<file path="config.mk">
export PLATFORM = sky130hd
export DESIGN_NAME = fetch_unit
export DESIGN_NICKNAME = d
export VERILOG_FILES = /design/src/rtl/fetch_unit_pkg.sv /design/src/rtl/fetch_ibuf.sv /design/src/rtl/fetch_unit.sv
export SDC_FILE = /design/constraint.sdc
export NUM_CORES = 1
export LEC_CHECK = 0
export CORE_AREA = 4 4 179 181
export CTS_CLUSTER_DIAMETER = 200
export DETAILED_ROUTE_END_ITERATION = 12
export DIE_AREA = 0 0 183 185
export MAX_ROUTING_LAYER = met4
export PLACE_DENSITY = 0.81
export SYNTH_ARGS = -nofsm -noshare
export SYNTH_HDL_FRONTEND = slang
export SYNTH_SLANG_ARGS = --single-unit
</file>
<file path="constraint.sdc">
create_clock -name clk -period 4.42 [get_ports clk]
set_input_delay 1.105 -clock clk [delete_from_list [all_inputs] [get_ports clk]]
set_output_delay 1.105 -clock clk [all_outputs]
set_load 0.005 [all_outputs]
</file>
<file path="src/rtl/fetch_unit_pkg.sv">
// Shared front-end definitions: bus widths, exception flag positions and fetch-stage types.
package fetch_unit_pkg;

  localparam int BR_BUS_WD       = 33;
  localparam int EXC_NUM         = 6;
  localparam int EXC_FLG_ADEF    = 1;
  localparam int FS_TO_DS_BUS_WD = EXC_NUM + 64;

  localparam int          IBUF_DEPTH_DEFAULT = 4;
  localparam logic [31:0] RESET_PC_DEFAULT   = 32'h1c00_0000;

  typedef enum logic [1:0] {
    FS_RUN,
    FS_ADEF,
    FS_HALT
  } fetch_state_e;

  typedef struct packed {
    logic        taken;
    logic [31:0] target;
  } br_bus_t;

  typedef struct packed {
    logic [EXC_NUM-1:0] exc_flgs;
    logic [31:0]        inst;
    logic [31:0]        pc;
  } fs_entry_t;

  function automatic logic [EXC_NUM-1:0] exc_flag(input int idx);
    return EXC_NUM'(1) << idx;
  endfunction

endpackage

</file>
<file path="src/rtl/fetch_ibuf.sv">
// Instruction buffer: power-of-two synchronous FIFO with a synchronous clear.
module fetch_ibuf #(
  parameter int WIDTH = 8,
  parameter int DEPTH = 4
) (
  input  logic                   clk,
  input  logic                   resetn,
  input  logic                   clear,
  input  logic                   push,
  input  logic [WIDTH-1:0]       push_data,
  input  logic                   pop,
  output logic [WIDTH-1:0]       head,
  output logic                   full,
  output logic                   empty,
  output logic [$clog2(DEPTH):0] count
);
  localparam int AW = $clog2(DEPTH);
  localparam int NW = AW + 1;

  logic [WIDTH-1:0] mem [DEPTH];
  logic [AW-1:0]    wr_ptr;
  logic [AW-1:0]    rd_ptr;
  logic             do_push;
  logic             do_pop;

  // A full buffer still takes a push when the head leaves in the same cycle.
  assign do_pop  = pop & ~empty;
  assign do_push = push & (~full | do_pop);
  assign full    = (32'(count) == DEPTH);
  assign empty   = (count == '0);
  assign head    = mem[rd_ptr];

  always_ff @(posedge clk or negedge resetn) begin
    if (!resetn) begin
      wr_ptr <= '0;
      rd_ptr <= '0;
      count  <= '0;
    end else if (clear) begin
      wr_ptr <= '0;
      rd_ptr <= '0;
      count  <= '0;
    end else begin
      if (do_push) wr_ptr <= wr_ptr + 1'b1;
      if (do_pop)  rd_ptr <= rd_ptr + 1'b1;
      count <= count + NW'(do_push) - NW'(do_pop);
    end
  end

  always_ff @(posedge clk) begin
    if (do_push && !clear) mem[wr_ptr] <= push_data;
  end

endmodule

</file>
<file path="src/rtl/fetch_unit.sv">
// Instruction fetch stage: pipelined SRAM requests, redirect with response discard, buffered hand-off to decode.
module fetch_unit
  import fetch_unit_pkg::*;
#(
  parameter int          IBUF_DEPTH      = IBUF_DEPTH_DEFAULT,
  parameter int          MAX_OUTSTANDING = 2,
  parameter logic [31:0] RESET_PC        = RESET_PC_DEFAULT
) (
  input  logic                       clk,
  input  logic                       resetn,
  input  logic                       ds_allowin,
  input  logic [BR_BUS_WD-1:0]       br_bus,
  input  logic                       flush,
  input  logic [31:0]                flush_target,
  output logic                       fs_to_ds_valid,
  output logic [FS_TO_DS_BUS_WD-1:0] fs_to_ds_bus,
  output logic                       inst_sram_req,
  output logic                       inst_sram_wr,
  output logic [1:0]                 inst_sram_size,
  output logic [31:0]                inst_sram_addr,
  input  logic                       inst_sram_addr_ok,
  input  logic                       inst_sram_data_ok,
  input  logic [31:0]                inst_sram_rdata
);
  localparam int CW = $clog2(MAX_OUTSTANDING) + 1;
  localparam int NW = $clog2(IBUF_DEPTH) + 1;

  fetch_state_e   state, state_nxt;
  br_bus_t        br;
  logic [31:0]    fetch_pc, resp_pc, req_addr, redirect_pc;
  logic           req_hold, req_stale, redirect, can_issue, handshake, req_wait;
  logic           resp, resp_keep, adef_push;
  logic [CW-1:0]  outstanding, discard_cnt, outstanding_nxt, discard_nxt;
  logic           ib_push, ib_pop, ib_full, ib_empty;
  logic [NW-1:0]  ib_count;
  fs_entry_t      push_entry, head_entry;

  assign br          = br_bus;
  assign redirect    = flush | br.taken;
  assign redirect_pc = flush ? flush_target : br.target;

  // Each accepted request reserves a buffer slot, so the buffer can never overflow.
  assign can_issue = (state == FS_RUN) && (32'(outstanding) < MAX_OUTSTANDING) &&
                     (32'(ib_count) + 32'(outstanding) < IBUF_DEPTH);

  assign inst_sram_req  = resetn & (req_hold | can_issue);
  assign inst_sram_addr = req_hold ? req_addr : fetch_pc;
  assign inst_sram_wr   = 1'b0;
  assign inst_sram_size = 2'd2;

  assign handshake = inst_sram_req & inst_sram_addr_ok;
  assign req_wait  = inst_sram_req & ~inst_sram_addr_ok;
  assign resp      = inst_sram_data_ok & (outstanding != '0);
  assign resp_keep = resp & (discard_cnt == '0) & ~redirect;
  assign adef_push = (state == FS_ADEF) && (outstanding == '0) && !req_hold && !redirect && !ib_full;

  assign outstanding_nxt = outstanding + CW'(handshake) - CW'(resp);

  // On redirect everything still owed by the SRAM belongs to the old stream, including a request not yet accepted.
  always_comb begin
    discard_nxt = discard_cnt;
    if (redirect) begin
      discard_nxt = outstanding + CW'(inst_sram_req) - CW'(resp);
    end else if (resp && discard_cnt != '0) begin
      discard_nxt = discard_cnt - 1'b1;
    end
  end

  always_comb begin
    state_nxt = state;
    if (redirect) begin
      state_nxt = (redirect_pc[1:0] != 2'b00) ? FS_ADEF : FS_RUN;
    end else if (adef_push) begin
      state_nxt = FS_HALT;
    end
  end

  always_comb begin
    push_entry = '{exc_flgs: '0, inst: inst_sram_rdata, pc: resp_pc};
    if (adef_push) begin
      push_entry = '{exc_flgs: exc_flag(EXC_FLG_ADEF), inst: 32'h0, pc: fetch_pc};
    end
  end

  always_ff @(posedge clk or negedge resetn) begin
    if (!resetn) state <= FS_RUN;
    else         state <= state_nxt;
  end

  // A request that was up when a redirect hit stays stale until accepted and must not advance the new stream.
  always_ff @(posedge clk or negedge resetn) begin
    if (!resetn) begin
      fetch_pc    <= RESET_PC;
      resp_pc     <= RESET_PC;
      req_addr    <= RESET_PC;
      req_hold    <= 1'b0;
      req_stale   <= 1'b0;
      outstanding <= '0;
      discard_cnt <= '0;
    end else begin
      outstanding <= outstanding_nxt;
      discard_cnt <= discard_nxt;
      req_hold    <= req_wait;
      req_stale   <= req_wait & (req_stale | redirect);
      if (req_wait) req_addr <= inst_sram_addr;
      if (redirect)                     fetch_pc <= redirect_pc;
      else if (handshake && !req_stale) fetch_pc <= fetch_pc + 32'd4;
      if (redirect)       resp_pc <= redirect_pc;
      else if (resp_keep) resp_pc <= resp_pc + 32'd4;
    end
  end

  assign ib_push = resp_keep | adef_push;
  assign ib_pop  = fs_to_ds_valid & ds_allowin;

  fetch_ibuf #(
    .WIDTH (FS_TO_DS_BUS_WD),
    .DEPTH (IBUF_DEPTH)
  ) u_ibuf (
    .clk       (clk),
    .resetn    (resetn),
    .clear     (redirect),
    .push      (ib_push),
    .push_data (push_entry),
    .pop       (ib_pop),
    .head      (head_entry),
    .full      (ib_full),
    .empty     (ib_empty),
    .count     (ib_count)
  );

  assign fs_to_ds_valid = ~ib_empty;
  assign fs_to_ds_bus   = head_entry;

endmodule

</file>
==> run_results.csv, run 1 <==
group,metric,value,unit
timing,rsz0062_at_grt,"no",
critical_path,r2r_slack,1.70,ns
synthesis,synth-edff-count,260,
floorplanning,chipWidth,183,µm
synthesis,syn-instance-count,1174,
clock_tree,clk_pin_slew_worst_paths,0.06,ns
critical_path,r2r-start,"outstanding[0]",
clock_tree,ctsHoldBuffers,0,
timing,clock.fmax,0.258,GHz
timing,drv_slew,0,
global_routing,grt_use_total,24.5,%
floorplanning,pin_count,210,
critical_path,crit_path_start_kind,"register",
timing,setup_viol,0,
critical_path,cp_data_arrival_time,2.77,ns
critical_path,startpoint,"u_ibuf.rd_ptr[0]",
critical_path,crit_end,"fs_to_ds_bus[13]",
floorplanning,row_count,64,
synthesis,synth_top_flop_cell,"edfxtp_1",
critical_path,cp_max_fo,29,
routing,highest_layer,"met4",
timing,relSlewSlack,39.0,%
clock_tree,insertion_delay,0.53,ns
clock_tree,cts_made_buffers,38,
critical_path,crit_path_end_kind,"output port",
layout,final_layout_size_suffix_gt1_share,17.1,%
synthesis,synthArstFlopShare,29.9,%
synthesis,ys_types,68,
layout,ff_latch_area,10600,µm²
clock_tree,htreeDepth,2,
timing,min_period,3.87,ns
synthesis,yosysWarnings,0,
place,routabilityCongestion,0.934,
critical_path,cp.required,3.31,ns
timing,fin_setup_tns,0,ns
synthesis,syn-cell-area,16500,µm²
power_and_ir_drop,power_density,434,nW/µm²
routing,drt_wl_total,40600,µm
critical_path,r2r_cells,5,
worst_hold_path,hold_class,"reg2reg",
layout,syn2layout_area_growth,22.4,%
outcome,outcome,"finished clean",
floorplanning,start_util,54.3,%
clock_tree,clock_sinks,371,
clock_tree,cts_tree,"yes",
synthesis,syn_avg_cell_area,14.1,µm²
routing,ant_nets,0,
timing,period_share,87.6,%
floorplanning,core-area,30400,µm²
global_routing,grt_max_degree,71,
critical_path,r2r_end,"u_ibuf.mem[3][53]",
layout,fillers,2127,
global_routing,grt_pass1_vias,11000,
routing,first_pass_iters,6,
worst_hold_path,holdPathStages,2,
floorplanning,die-area,33900,µm²
global_routing,antenna_found_initial,0,
power_and_ir_drop,max-vdd-ir-drop,0.224,mV
routing,drc,0,
layout,finish.instance_area,20200,µm²
place,numPortBuffers,201,
floorplanning,die_y,185,µm
routing,num_vias,11000,
timing,fin_ws,0.550,ns
layout,multi_input_area,5530,µm²
layout,diodes,0,
place,post-place-ws,0.564,ns
routing,wl_per_cell,22.5,µm
global_routing,grt_pass1_wl,62900,µm
layout,fin_nets,1495,
synthesis,ys_seq_area_share,64.1,%
flow_run,maxCapViolations,0,
timing,hold_viol,0,
power_and_ir_drop,leakagePower,0.00724,µW
routing,dr_wl_met3,3460,µm
clock_tree,cts_buffer_depth,3,
synthesis,synth-seq-cells,371,
timing,worstMarginPinSlew,0.907,ns
place,dpl_cell_area,19000,µm²
routing,drt-initial-drc-count,836,
clock_tree,post_cts_buffers,0,
place,hpwl,27000,µm
routing,via_per_inst,6.10,
critical_path,critPathKind,"reg2out",
timing,fin_skew,0.0130,ns
clock_tree,cts_root_buffer,"clkbuf_16",
routing,met2WireLength,19100,µm
clock_tree,ctsResizeCount,0,
global_routing,overflow,0,
routing,wl_met1,17300,µm
worst_hold_path,holdCritStartpoint,"req_stale",
-- layout make-up --
cell class / instances / share of cell area [%]
sequential: 371 / 52.4
multi-input combinational: 708 / 27.3
timing repair buffer: 230 / 11.4
clock buffer: 48 / 5.09
tap: 396 / 2.45
clock inverter: 18 / 0.786
inverter: 29 / 0.538
-- metrics by stage --
step                utilization [%]  instances  hold WS [ns]  total power [µW]
finish                         66.5       1800         0.498              8780
floorplan                         -       1180         0.459              5110
global placement               62.6       1734         0.481              5710
CTS                            66.5       1800         0.499              8830
global route                   66.5       1800         0.508              9160
detailed placement             62.6       1734         0.485              5770
-- metal layers --
metal	global-route usage (%)	vias up
li1	-	4903
met3	4.34	57
met1	34.9	5458
met2	37.8	569
met4	5.21	0
met5	-	-
-- Yosys cell counts (9+ instances only) --
library cell	number	area share (%)
edfxtp_1	260	47
nand2_1	139	3.2
dfrtp_1	102	15
a21oi_1	73	2.2
mux4_2	65	8.9
mux2_2	60	4.1
o21ai_0	57	1.7
clkbuf_1	45	1.0
and2_1	40	1.5
nand3_1	34	1.0
nor2_1	33	0.75
inv_1	29	0.66
a22oi_1	22	1.0
ha_1	13	0.98
buf_1	12	0.27
nand4_1	11	0.42
nor3_1	11	0.33
o31ai_1	11	0.50
a22o_1	9	0.48
dfstp_2	9	1.4
-- worst min path at each step --
stage,end,slack [ns]
after CTS,req_stale,0.50
after global placement,req_addr[4],0.48
final,req_stale,0.50
after floorplan,req_stale,0.46
after detailed placement,req_stale,0.48
after global routing,req_addr[21],0.51
-- registers in the layout, summed over array words and instances (netlist names) --
register       count
discard_cnt        2
fetch_pc          32
outstanding        2
req_addr          32
req_hold           1
req_stale          1
resp_pc           32
state              2
u_ibuf.count       3
u_ibuf.mem       260
u_ibuf.rd_ptr      2
u_ibuf.wr_ptr      2
-- placed cells by master (no fill, tap or decap), drive strengths merged, types with 11 or more instances in the layout --
cell type / count
o21ai: 58
buf: 30
a21oi: 73
and2: 40
clkinv: 15
edfxtp: 260
nand3: 34
mux4: 65
mux2: 60
nand2: 139
o31ai: 11
clkdlybuf4s50: 200
ha: 13
nand4: 13
inv: 30
nor2: 33
nor3: 11
a22oi: 22
clkbuf: 48
dfrtp: 102
-- report_power, final --
| part | switching [µW] | internal [µW] | total (µW) |
|---|---|---|---|
| clock network | 1290 | 1770 | 3060 |
| logic | 678 | 705 | 1380 |
| registers | 227 | 4110 | 4340 |
| total | 2190 | 6590 | 8780 |
-- critical path: stages (launching register included) --
cell	delay [ns]
dfrtp_4	0.80
buf_4	0.35
mux4_2	0.54
clkdlybuf4s50_1	0.52
-- cells by family (layout without fill, tap and decap cells) --
logic type,Yosys count,after routing,share of synthesized area (%)
flip-flops,371,371,64.1
buffers and inverters,101,325,2.61
AND/OR/NAND/NOR,312,312,9.39
AO/OA/AOI/OAI,237,237,9.13
other,2,8,0.0455
adder cells (fa/ha/maj),14,14,1.11
XOR/XNOR,12,12,0.636
multiplexers,125,125,13.0
No activity file was read; power rests on OpenSTA's default activity.
==> run 2: changes to the inputs <==
Settings changed: CORE_AREA 4 4 179 181 to 4 4 187 189, DIE_AREA 0 0 183 185 to 0 0 191 193, PLACE_DENSITY 0.81 to 0.79, SKIP_CTS_REPAIR_TIMING from default to 1, SLEW_MARGIN from default to 40.
Clock period 4.42 ns to 3.3 ns, I/O delays scaled along.
==> run 2 against run 1 <==
Critical path type unchanged. Clock skew rose by 0.0031 ns. First-iteration DRC count fell by 0.36%. Cell count rose by 4.7%. Global-route usage fell by 2.0 points. Largest cell class unchanged. Non-clock buffer count rose by 30. Critical endpoint unchanged. Final area rose by 2.0%. Clock-buffer cell count did not move.
==> run_results.csv, run 2 (synthesis results as in run 1) <==
group,metric,value,unit
critical_path,critPathKind,"reg2out",
timing,relSlewSlack,44.2,%
critical_path,crit_chain,"buf_12 -> mux4_2 -> clkdlybuf4s50_1",
layout,syn2layout_area_growth,24.8,%
timing,period_share,97.4,%
routing,drc,0,
routing,drt-initial-drc-count,833,
timing,hold_viol,0,
timing,fin_ws,0.0859,ns
power_and_ir_drop,power_density,565,nW/µm²
critical_path,slowest_stage,"dfrtp_4",
power_and_ir_drop,total_power,11700,µW
clock_tree,clock_sinks,371,
critical_path,cp.required,2.47,ns
clock_tree,clk_pin_slew_worst_paths,0.06,ns
routing,first_pass_iters,5,
power_and_ir_drop,pwr-share-seq,49.7,%
timing,hold_slack,0.154,ns
floorplanning,start_util,49.6,%
critical_path,crit_path_start_kind,"register",
layout,final_layout_size_suffix_gt1_share,19.0,%
power_and_ir_drop,pwr-share-clk,33.9,%
critical_path,r2r_end,"u_ibuf.count[2]",
timing,worstMarginPinSlew,0.829,ns
floorplanning,pin_count,210,
routing,via_per_inst,5.86,
clock_tree,insertion_delay,0.52,ns
layout,multi_input_area,5540,µm²
global_routing,antenna_found_initial,1,
clock_tree,cts_tree,"yes",
layout,fin_nets,1526,
layout,ff_latch_area,10600,µm²
place,post-place-ws,0.171,ns
timing,min_period,3.21,ns
floorplanning,row_count,67,
place,numPortBuffers,201,
layout,finalCoreUtilization,62.0,%
global_routing,grt_max_degree,71,
critical_path,crit_path_end_kind,"output port",
floorplanning,chipWidth,191,µm
global_routing,overflow,0,
floorplanning,die_y,193,µm
floorplanning,die-area,36900,µm²
layout,layout_common_cells,"edfxtp_1, clkdlybuf4s50_1, nand2_1",
layout,largest_reg_flops,260,
layout,top_register,"u_ibuf.mem",
critical_path,r2r_slack,0.88,ns
clock_tree,htreeDepth,2,
power_and_ir_drop,switching_power,2910,µW
clock_tree,cts_root_buffer,"clkbuf_16",
worst_hold_path,hold_class,"in2async",
routing,num_vias,11100,
timing,rsz0062_at_grt,"no",
clock_tree,cts_buffer_depth,3,
flow_run,maxCapViolations,0,
global_routing,grt_pass1_wl,62800,µm
critical_path,r2r_cells,10,
layout,finish.instance_area,20600,µm²
global_routing,grt_pass1_vias,11000,
power_and_ir_drop,power.internal,8750,µW
critical_path,cp_data_arrival_time,2.39,ns
routing,drt_wl_total,40400,µm
place,dpl_cell_area,19400,µm²
power_and_ir_drop,switching_share,25.0,%
timing,fin_skew,0.0161,ns
place,routabilityCongestion,0.910,
timing,setup_viol,0,
layout,layout_commonest_cell,"edfxtp_1",
critical_path,cp_max_fo,14,
outcome,outcome,"finished clean",
timing,clock.fmax,0.311,GHz
floorplanning,core-area,33300,µm²
clock_tree,cts_made_buffers,39,
critical_path,worst_path_largest_cell_delay,0.58,ns
power_and_ir_drop,leakagePower,0.00743,µW
routing,wl_per_cell,21.4,µm
timing,drv_slew,0,
place,hpwl,28300,µm
routing,ant_nets,0,
critical_path,r2r-start,"u_ibuf.count[2]",
layout,fillers,2463,
power_and_ir_drop,pwr-share-comb,16.3,%
global_routing,grt_use_total,22.5,%
power_and_ir_drop,max-vdd-ir-drop,0.307,mV
==> run 2: cell count changes in the layout (fill, tap and decap cells not counted), moves of 2 or more <==
cell	before	now
nor3_2	0	2
nor3_1	11	9
clkinv_2	7	10
clkbuf_8	2	0
buf_4	24	43
buf_12	6	17
clkbuf_1	7	9
clkinv_8	2	0
==> run 2: stage by stage <==
stage | setup TNS (ns) | instances
detailed placement | 0 | 1807
global placement | 0 | 1807
finish | 0 | 1885
floorplan | 0 | 1180
global route | 0 | 1885
CTS | -1.07 | 1875
==> run 2: power groups by stage <==
| stage | combinational, µW | clock (µW) | sequential [µW] |
|---|---|---|---|
| after detailed placement | 1900 | 0 | 5890 |
| after global placement | 1850 | 0 | 5860 |
| final | 1900 | 3950 | 5800 |
| after global routing | 2100 | 4260 | 5850 |
| after CTS | 1910 | 4040 | 5790 |
| after floorplan | 1070 | 0 | 5770 |
==> run 2: layout make-up <==
type / count / share of cell area [%]
clock inverter: 20 / 0.637
inverter: 29 / 0.528
antenna: 1 / 0.0121
timing repair buffer: 260 / 12.9
tap: 448 / 2.72
multi-input combinational: 708 / 26.9
clock buffer: 48 / 4.90
sequential: 371 / 51.4
==> run 2: how the worst max path moves through the flow <==
stage / from / endpoint / slack [ns]
5_1_grt: u_ibuf.rd_ptr[0] / fs_to_ds_bus[13] / 0.003
6_report: u_ibuf.rd_ptr[0] / fs_to_ds_bus[13] / 0.09
3_3_place_gp: br_bus[32] / u_ibuf.count[2] / 0.17
3_5_place_dp: br_bus[32] / u_ibuf.count[2] / 0.17
4_1_cts: u_ibuf.rd_ptr[0] / fs_to_ds_bus[8] / -0.07
2_1_floorplan: br_bus[32] / u_ibuf.mem[0][0] / 0.19
==> run 2: layer usage <==
layer	GRT usage, %	wire length, µm	vias to the layer above
li1	-	-	4967
met1	31.2	17300	5466
met2	35.0	18900	551
met3	4.18	3180	69
met4	5.97	926	0
met5	-	0	-
==> run 2: worst max-delay path, delay by kind of cell, from the launching register on <==
family,cells,cell delay (ns)
buf+inv,2,0.75
flops,1,0.58
mux,1,0.53
==> run 3: changes to the inputs <==
Settings changed: SLEW_MARGIN 40 to 15.
==> run 3 against run 2 <==
Register-to-register slack worse by 0.09 ns. Die area unchanged. Sequential share of layout area about the same. Hold slack about the same. First-iteration DRC count up 10%. Combinational power about the same. Utilization about the same. Sequential power about the same. Clock skew up 0.00078 ns. Global-route usage unchanged.
==> run_results.csv, run 3 (synthesis results as in run 1) <==
group,metric,value,unit
outcome,outcome,"finished clean",
layout,largest_reg_flops,260,
routing,drt_wl_total,40300,µm
layout,top_register,"u_ibuf.mem",
layout,syn2layout_area_growth,24.8,%
global_routing,antenna_found_initial,1,
timing,drv_slew,0,
global_routing,grt_max_degree,71,
timing,relSlewSlack,43.5,%
routing,via_per_inst,5.81,
place,dpl_cell_area,19400,µm²
clock_tree,cts_root_buffer,"clkbuf_16",
timing,min_period,3.22,ns
power_and_ir_drop,max-vdd-ir-drop,0.306,mV
flow_run,maxCapViolations,0,
timing,fin_skew,0.0169,ns
layout,fin_nets,1526,
layout,finalCoreUtilization,62.0,%
floorplanning,core-area,33300,µm²
place,numPortBuffers,201,
global_routing,grt_use_total,22.5,%
critical_path,r2r-start,"fetch_pc[2]",
timing,rsz0062_at_grt,"no",
floorplanning,die_y,193,µm
clock_tree,clk_pin_slew_worst_paths,0.06,ns
place,hpwl,28300,µm
power_and_ir_drop,power_density,565,nW/µm²
layout,final_layout_size_suffix_gt1_share,18.9,%
critical_path,startpoint,"u_ibuf.rd_ptr[0]",
power_and_ir_drop,power.internal,8750,µW
routing,drc,0,
critical_path,crit_family,"buffers and inverters",
clock_tree,cts_tree,"yes",
timing,fin_ws,0.0837,ns
floorplanning,row_count,67,
worst_hold_path,hold_class,"in2async",
routing,drt-initial-drc-count,917,
clock_tree,cts_made_buffers,39,
timing,worstMarginPinSlew,0.840,ns
floorplanning,pin_count,210,
routing,ant_nets,0,
power_and_ir_drop,switching_power,2910,µW
layout,fillers,2463,
layout,multi_input_area,5540,µm²
timing,setup_viol,0,
power_and_ir_drop,pwr-share-clk,33.9,%
layout,finish.instance_area,20600,µm²
routing,wl_per_cell,21.4,µm
critical_path,cp_max_fo,14,
clock_tree,insertion_delay,0.52,ns
critical_path,worst-path-buf-inv,2,
critical_path,crit_path_end_kind,"output port",
place,routabilityCongestion,0.910,
critical_path,cp_data_arrival_time,2.39,ns
layout,layout_common_cells,"edfxtp_1, clkdlybuf4s50_1, nand2_1",
timing,hold_viol,0,
clock_tree,cts_buffer_depth,3,
clock_tree,clock_sinks,371,
clock_tree,htreeDepth,2,
place,dp_cells,1807,
critical_path,slowest_stage,"dfrtp_4",
critical_path,worst_path_largest_cell_delay,0.58,ns
layout,final_cells,1885,
power_and_ir_drop,pwr-share-seq,49.8,%
layout,ff_latch_area,10600,µm²
critical_path,crit_path_start_kind,"register",
layout,layout_commonest_cell,"edfxtp_1",
routing,first_pass_iters,6,
power_and_ir_drop,leakagePower,0.00743,µW
critical_path,crit_chain,"buf_12 -> mux4_2 -> clkdlybuf4s50_1",
timing,clock.fmax,0.311,GHz
critical_path,cp.required,2.47,ns
place,post-place-ws,0.171,ns
floorplanning,start_util,49.6,%
routing,num_vias,10900,
global_routing,grt_pass1_vias,11000,
floorplanning,chipWidth,191,µm
global_routing,overflow,0,
critical_path,critPathKind,"reg2out",
power_and_ir_drop,switching_share,24.9,%
global_routing,grt_pass1_wl,62800,µm
power_and_ir_drop,pwr-share-comb,16.3,%
timing,period_share,97.5,%
floorplanning,die-area,36900,µm²
==> run 3: power by group through the flow <==
stage               logic (µW)  registers [µW]  clock network [µW]
global placement          1850            5860                   0
global route              2100            5850                4260
finish                    1900            5800                3950
detailed placement        1900            5890                   0
CTS                       1910            5790                4040
floorplan                 1070            5770                   0
==> run 3: area by class of cell <==
cell class | instances | share of cell area, %
Antenna cell | 1 | 0.0121
Clock buffer | 48 | 4.90
Clock inverter | 20 | 0.637
Inverter | 29 | 0.528
Multi-Input combinational cell | 708 | 26.9
Sequential cell | 371 | 51.4
Tap cell | 448 | 2.72
Timing Repair Buffer | 260 | 12.9
==> run 3: final timing paths <==
| path | to | slack [ns] | cells after the start |
|---|---|---|---|
| worst max-delay path | fs_to_ds_bus[13] | 0.08 | 3 |
| worst min-delay path | outstanding[0] | 0.15 | 1 |
| worst max register to register | fetch_pc[30] | 0.79 | 6 |
| worst min register to register | req_stale | 0.49 | 2 |
| max in group asynchronous | u_ibuf.rd_ptr[0] | 1.46 | 3 |
| min in group clk | req_stale | 0.49 | 2 |
==> run 3: worst register-to-register path: cells and delay by family, from the launching register on <==
kind / cells / cell delay, ns
flip-flops: 1 / 0.50
AND/OR/NAND/NOR: 4 / 1.48
adder cells (fa/ha/maj): 1 / 0.26
AO/OA/AOI/OAI: 1 / 0.19
==> run 3: through the flow <==
stage | total power [µW] | hold WS [ns] | TNS [ns]
after floorplan | 6840 | 0.459 | 0
after global placement | 7710 | 0.475 | 0
after detailed placement | 7780 | 0.480 | 0
after CTS | 11700 | 0.140 | -1.07
after global routing | 12200 | 0.141 | 0
final | 11700 | 0.154 | 0
==> run 3: routing by layer <==
layer | GRT usage [%] | wire length [µm] | vias to the layer above
met5 | - | 0 | -
met4 | 5.97 | 922 | 0
met3 | 4.18 | 3010 | 63
met2 | 35.0 | 19000 | 522
met1 | 31.2 | 17400 | 5408
li1 | - | - | 4955
